[config.mk]
export PLATFORM = sky130hd
export DESIGN_NAME = imem_loader
export DESIGN_NICKNAME = d
export VERILOG_FILES = /design/src/rtl/imem_loader.sv
export SDC_FILE = /design/constraint.sdc
export NUM_CORES = 1
export LEC_CHECK = 0
export BUFFER_PORTS_ARGS = -buffer_cell sky130_fd_sc_hd__clkbuf_2
export CORE_ASPECT_RATIO = 1.75
export CORE_UTILIZATION = 25
export CTS_BUF_LIST = sky130_fd_sc_hd__clkbuf_8 sky130_fd_sc_hd__clkbuf_16
export DETAILED_ROUTE_END_ITERATION = 10
export PLACE_DENSITY = 0.41
export SLEW_MARGIN = 30
export SYNTH_ARGS = -nofsm -noshare
export SYNTH_HDL_FRONTEND = slang
export SYNTH_SLANG_ARGS = --single-unit
[constraint.sdc]
create_clock -name clk -period 2.8 [get_ports clk]
set_input_delay 0.42 -clock clk [delete_from_list [all_inputs] [get_ports clk]]
set_output_delay 0.42 -clock clk [all_outputs]
set_load 0.02 [all_outputs]
[src/rtl/imem_loader.sv]
`default_nettype none
// ============================================================================
// Module   : imem_loader
// Purpose  : Program loader for the instruction memory write port. Packs a
//            little-endian byte stream (valid/ready) into INST_WIDTH words,
//            writes them at consecutive addresses from 0 and holds the fetch
//            stage while a load is running.
// Options  : LOADER_CSUM_EN - when defined, one extra word is accepted after
//            the program and compared against the XOR of all written words.
// Revision : 1.0 - initial release
// ============================================================================
module imem_loader #(
  parameter int INST_WIDTH = 32,
  parameter int MEM_SIZE   = 16,
  localparam int c_AW      = $clog2(MEM_SIZE)
) (
  input  logic                  clk,
  input  logic                  rst_n,
  input  logic                  i_start,
  input  logic [c_AW:0]         i_num_words,
  input  logic                  i_byte_valid,
  input  logic [7:0]            i_byte_data,
  output logic                  o_byte_ready,
  output logic                  o_wr_en,
  output logic [c_AW-1:0]       o_wr_addr,
  output logic [INST_WIDTH-1:0] o_wr_data,
  output logic                  o_cpu_hold,
  output logic                  o_busy,
  output logic                  o_done,
  output logic                  o_csum_err
);

  localparam int c_NBYTES = INST_WIDTH / 8;
  localparam int c_BIW    = (c_NBYTES > 1) ? $clog2(c_NBYTES) : 1;
  localparam logic [c_BIW-1:0] c_LAST_BYTE = c_BIW'(c_NBYTES - 1);
  localparam logic [c_AW:0]    c_MEM_SIZE  = (c_AW + 1)'(MEM_SIZE);
  localparam logic [c_AW:0]    c_ONE       = (c_AW + 1)'(1);

  typedef enum logic [1:0] {
    S_IDLE = 2'd0,
    S_LOAD = 2'd1,
`ifdef LOADER_CSUM_EN
    S_CSUM = 2'd2,
`endif
    S_DONE = 2'd3
  } state_t;

  state_t                r_state;
  logic [c_BIW-1:0]      r_byte_idx;
  logic [c_AW-1:0]       r_word_idx;
  logic [c_AW-1:0]       r_last_idx;   // index of the final word (len-1)
  logic [INST_WIDTH-1:0] r_word;       // partially assembled word
  logic                  r_byte_ready;
  logic                  r_wr_en;
  logic [c_AW-1:0]       r_wr_addr;
  logic [INST_WIDTH-1:0] r_wr_data;
  logic                  r_busy;
  logic                  r_done;
`ifdef LOADER_CSUM_EN
  logic [INST_WIDTH-1:0] r_csum;       // running XOR of written words
  logic                  r_csum_err;
`endif

  logic                  w_xfer;
  logic                  w_last_byte;
  logic                  w_last_word;
  logic [c_AW:0]         w_len;
  logic [INST_WIDTH-1:0] w_word;

  // Handshake decode, clamped length and the word with the incoming byte merged in
  always_comb begin
    w_xfer      = i_byte_valid && r_byte_ready;
    w_last_byte = (r_byte_idx == c_LAST_BYTE);
    w_last_word = (r_word_idx == r_last_idx);
    w_len       = (i_num_words > c_MEM_SIZE) ? c_MEM_SIZE : i_num_words;
    w_word      = r_word;
    w_word[{r_byte_idx, 3'b000} +: 8] = i_byte_data;
  end

  // Loader FSM: all outputs are registered alongside the state transition
  always_ff @(posedge clk or negedge rst_n) begin
    if (!rst_n) begin
      r_state      <= S_IDLE;
      r_byte_idx   <= '0;
      r_word_idx   <= '0;
      r_last_idx   <= '0;
      r_word       <= '0;
      r_byte_ready <= 1'b0;
      r_wr_en      <= 1'b0;
      r_wr_addr    <= '0;
      r_wr_data    <= '0;
      r_busy       <= 1'b0;
      r_done       <= 1'b0;
`ifdef LOADER_CSUM_EN
      r_csum       <= '0;
      r_csum_err   <= 1'b0;
`endif
    end else begin
      // Write strobe is a single-cycle pulse unless re-armed below
      r_wr_en <= 1'b0;
      case (r_state)
        S_IDLE, S_DONE: begin
          if (i_start) begin
            r_byte_idx <= '0;
            r_word_idx <= '0;
            r_word     <= '0;
            r_last_idx <= c_AW'(w_len - c_ONE);
`ifdef LOADER_CSUM_EN
            r_csum     <= '0;
            r_csum_err <= 1'b0;
`endif
            if (w_len == '0) begin
              // Empty program: report completion without touching memory
              r_state      <= S_DONE;
              r_done       <= 1'b1;
              r_busy       <= 1'b0;
              r_byte_ready <= 1'b0;
            end else begin
              r_state      <= S_LOAD;
              r_done       <= 1'b0;
              r_busy       <= 1'b1;
              r_byte_ready <= 1'b1;
            end
          end
        end

        S_LOAD: begin
          if (w_xfer) begin
            r_word <= w_word;
            if (w_last_byte) begin
              r_byte_idx <= '0;
              r_wr_en    <= 1'b1;
              r_wr_addr  <= r_word_idx;
              r_wr_data  <= w_word;
`ifdef LOADER_CSUM_EN
              r_csum     <= r_csum ^ w_word;
`endif
              if (w_last_word) begin
`ifdef LOADER_CSUM_EN
                // Stay busy and ready: the checksum word follows
                r_state      <= S_CSUM;
`else
                r_state      <= S_DONE;
                r_done       <= 1'b1;
                r_busy       <= 1'b0;
                r_byte_ready <= 1'b0;
`endif
              end else begin
                r_word_idx <= r_word_idx + c_AW'(1);
              end
            end else begin
              r_byte_idx <= r_byte_idx + c_BIW'(1);
            end
          end
        end

`ifdef LOADER_CSUM_EN
        S_CSUM: begin
          if (w_xfer) begin
            r_word <= w_word;
            if (w_last_byte) begin
              r_byte_idx   <= '0;
              r_csum_err   <= (w_word != r_csum);
              r_state      <= S_DONE;
              r_done       <= 1'b1;
              r_busy       <= 1'b0;
              r_byte_ready <= 1'b0;
            end else begin
              r_byte_idx <= r_byte_idx + c_BIW'(1);
            end
          end
        end
`endif

        default: begin
          r_state <= S_IDLE;
        end
      endcase
    end
  end

  assign o_byte_ready = r_byte_ready;
  assign o_wr_en      = r_wr_en;
  assign o_wr_addr    = r_wr_addr;
  assign o_wr_data    = r_wr_data;
  assign o_busy       = r_busy;
  assign o_cpu_hold   = r_busy;
  assign o_done       = r_done;
`ifdef LOADER_CSUM_EN
  assign o_csum_err   = r_csum_err;
`else
  assign o_csum_err   = 1'b0;
`endif

endmodule
`default_nettype wire
==> flow_metrics.env <==
export IMPL_timing_critical_path_cells="inv_1, ha_1, nor4bb_1, nor4b_4, a21oi_1, o21ai_0"
export IMPL_synth_common_cells="sky130_fd_sc_hd__a21oi_1, sky130_fd_sc_hd__dfrtp_1, sky130_fd_sc_hd__nand2_1"
export IMPL_swShare=0.418
export IMPL_antennaDiodeCount=0
export IMPL_critPathCaptureType="register"
export IMPL_max_clock_freq_ghz=0.429
export IMPL_postSynthAreaPerCell_sq_um=9.17
export IMPL_postRouteAntennaNets=0
export IMPL_arrival_ps=2580
export IMPL_yosys_top_cells_area="sky130_fd_sc_hd__dfrtp_1, sky130_fd_sc_hd__a21oi_1, sky130_fd_sc_hd__nand2_1"
export IMPL_cp_slowest_stage_delay_ps=510
export IMPL_outcome="completed"
export IMPL_cpMaxStageDelayCell="sky130_fd_sc_hd__nor4b_4"
export IMPL_required_time_at_the_endpoint_of_the_critical_path_ps=3050
export IMPL_number_of_global_route_vias_before_repair=3334
export IMPL_post_cts_hold_buffer_count=0
export IMPL_fp_row_count=61
export IMPL_boundaryPins=59
export IMPL_final_net_count=518
export IMPL_crit_path_end="r_word[3]"
export IMPL_antenna_violations_before_repair=0
export IMPL_placed_area_sq_mm=0.00454
export IMPL_hpwl_detailed_microns=7460
export IMPL_routed_via_density=4.85
export IMPL_synth_enable_flop_cells=0
export IMPL_power_density_mw_per_mm2=1110
export IMPL_grt_util_all_layers=0.139
export IMPL_power_share_of_the_combinational_group=0.423
export IMPL_clock_buffer_count_from_cts=9
export IMPL_post_route_worst_setup_slack_ps=469
export IMPL_postCtsSetupRepairBufs=0
export IMPL_totalPowerFinal_mw=5.37
export IMPL_postCtsResizedCells=0
export IMPL_synth_async_sr_flop_share=1.00
export IMPL_ys_seq_area_frac=0.510
export IMPL_sequentialPowerShare=0.361
export IMPL_holdCritPathClass="in2async"
export IMPL_leakagePower_nw=2.19
export IMPL_power_report_internal_total_mw=3.13
export IMPL_final_core_util=0.304
export IMPL_min_period_over_period=0.833
export IMPL_yosysMostFrequentCell="sky130_fd_sc_hd__a21oi_1"
export IMPL_synth_area_sq_mm=0.00407
export IMPL_final_setup_violating_endpoints=0
export IMPL_area_of_the_multi_input_gates_sq_mm=0.00181
export IMPL_r2r_start="r_byte_idx[0]"
export IMPL_clock_root_buffer="sky130_fd_sc_hd__clkbuf_16"
export IMPL_detail_route_first_pass_iterations=6
export IMPL_drv_max_cap_violation_count=0
export IMPL_synth_net_count=471
export IMPL_timing_worst_setup_path_type="reg2reg"
export IMPL_final_setup_tns_ps=0
export IMPL_post_synth_top_area_cell="sky130_fd_sc_hd__dfrtp_1"
export IMPL_detail_route_wl_per_cell_microns=15.9
export IMPL_worst_setup_hold_path_clk_slew_ps=70
export IMPL_totalWireLength_microns=10900
export IMPL_post_synth_num_cell_types=46
export IMPL_synth_top_flop_cell="sky130_fd_sc_hd__dfrtp_1"
export IMPL_fillCellCount=1653
export IMPL_regToRegEndpoint="r_word[3]"
export IMPL_grt_first_pass_wirelength_microns=17900
export IMPL_startpoint_type="register"
export IMPL_cts_tree="built"
export IMPL_start_util=0.256
export IMPL_grt_ovfl_total=0
export IMPL_clock_latency_ps=340
export IMPL_grt_start_max_net_pins=45
export IMPL_power_switching_mw=2.25
export IMPL_core_outline_area_sq_mm=0.0159
export IMPL_htree_levels=3
export IMPL_critPathLaunch="r_byte_idx[0]"
export IMPL_ys_seq_elements=83
export IMPL_ir_drop_mv=0.315
export IMPL_fp_dieArea_sq_mm=0.0168
export IMPL_die_w_microns=98.5
export IMPL_yosys_warnings=0
export IMPL_regToRegSetupSlack_ps=470
export IMPL_place_ws_ps=470
export IMPL_timing_clock_skew_ps=6.94
export IMPL_drtIter0Drc=204
export IMPL_clkSinkCount=83
export IMPL_port_buffers=57
export IMPL_area_delta_synth_final_pct=18.6
export IMPL_clock_power_share=0.216
export IMPL_synthCells=444
export IMPL_fin_area_sq_mm=0.00483
export IMPL_fin_crit_period_ps=2330
export IMPL_route_vias_total=3321
export IMPL_post_route_cells_drive_above_1_share=0.194
export IMPL_cts_buffer_depth=2
export IMPL_detailed_route_drc_error_count=0
export IMPL_synth_largest_type_area_fraction=0.510
export IMPL_grt_setup_unrepaired="no"
export IMPL_globalplace_congestion=0.714
export IMPL_register_area_sq_mm=0.00208
export IMPL_finalHoldViolations=0
export IMPL_ff2ff_path_depth=6
export IMPL_max_slew_margin=0.581
export IMPL_final_max_slew_viol_count=0
export IMPL_die_height_microns=171
export IMPL_worst_slew_pin_slew_ps=628
export IMPL_worst_path_max_fanout=10
==> registers in the layout, summed over array words and instances (netlist names) <==
signal	count
o_busy	1
o_done	1
o_wr_addr	4
o_wr_data	32
o_wr_en	1
r_byte_idx	2
r_last_idx	4
r_state	2
r_word	32
r_word_idx	4
==> worst min path at each step <==
stage,start,end,slack [ps]
6_report,rst_n,o_wr_en,100
5_1_grt,rst_n,o_wr_en,140
4_1_cts,rst_n,o_wr_en,130
3_5_place_dp,r_word[28],r_word[28],460
3_3_place_gp,r_word[5],r_word[5],450
2_1_floorplan,rst_n,o_busy,120
==> cells by family (layout without fill, tap and decap cells) <==
| family | count (synthesis) | in the layout | synth area share |
|---|---|---|---|
| muxes | 3 | 3 | 0.00799 |
| AOI/OAI and AO/OA | 148 | 148 | 0.191 |
| adders and majority gates | 10 | 10 | 0.0307 |
| other | 1 | 1 | 0.000921 |
| and+or+nand+nor | 153 | 153 | 0.201 |
| DFF | 83 | 83 | 0.510 |
| buffers and inverters | 40 | 92 | 0.0452 |
| xor gates and xnor gates | 6 | 6 | 0.0129 |
==> layout by cell type, fill, tap and decap left out, drive strengths merged, types with 2 or more instances in the layout <==
| cell type | n |
|---|---|
| mux2 | 2 |
| clkbuf | 67 |
| buf | 13 |
| xor2 | 5 |
| clkinvlp | 3 |
| nor2b | 32 |
| nor4b | 5 |
| nand3 | 5 |
| and4bb | 2 |
| or3 | 2 |
| dfrtp | 83 |
| ha | 10 |
| o21ai | 41 |
| clkinv | 2 |
| or4 | 2 |
| a21oi | 96 |
| inv | 7 |
| nor2 | 37 |
| nand2 | 55 |
| nand2b | 3 |
| nor4 | 2 |
| and2b | 2 |
==> metrics by stage <==
| stage | hold slack (ps) | cells |
|---|---|---|
| finish | 96.9 | 685 |
| global route | 139 | 685 |
| CTS | 128 | 685 |
| detailed placement | 462 | 669 |
| global placement | 454 | 669 |
| floorplan | 124 | 444 |
==> worst max-delay path, delay by kind of cell, from the launching register on <==
family	cells	cell delay, ps
and+or+nand+nor	2	910
buffers and inverters	1	130
adders and majority gates	1	380
AOI/OAI and AO/OA	2	310
DFF	1	500
==> cell type report <==
class	instances	share of cell area
clock buffers	11	0.0523
clock inverters	5	0.00751
inverters	7	0.00544
multi-input cells	321	0.375
flip-flops and latches	83	0.430
well taps	189	0.0490
repair buffers	69	0.0808
==> metal layers <==
layer	GRT usage	vias to the layer above	wire length, microns
met1	0.163	1618	4620
met4	0.0552	0	175
li1	-	1618	-
met2	0.250	73	5730
met5	0	-	0
met3	0.0253	12	376
==> power groups by stage <==
stage	Combinational, mW	Sequential [mW]	Clock (mW)
6_report	2.27	1.94	1.16
5_1_grt	2.55	2.00	1.25
4_1_cts	2.31	1.94	1.21
3_5_place_dp	2.30	1.97	0
3_3_place_gp	2.27	1.95	0
2_1_floorplan	1.32	2.20	0
Power figures use the tool's default switching activity.
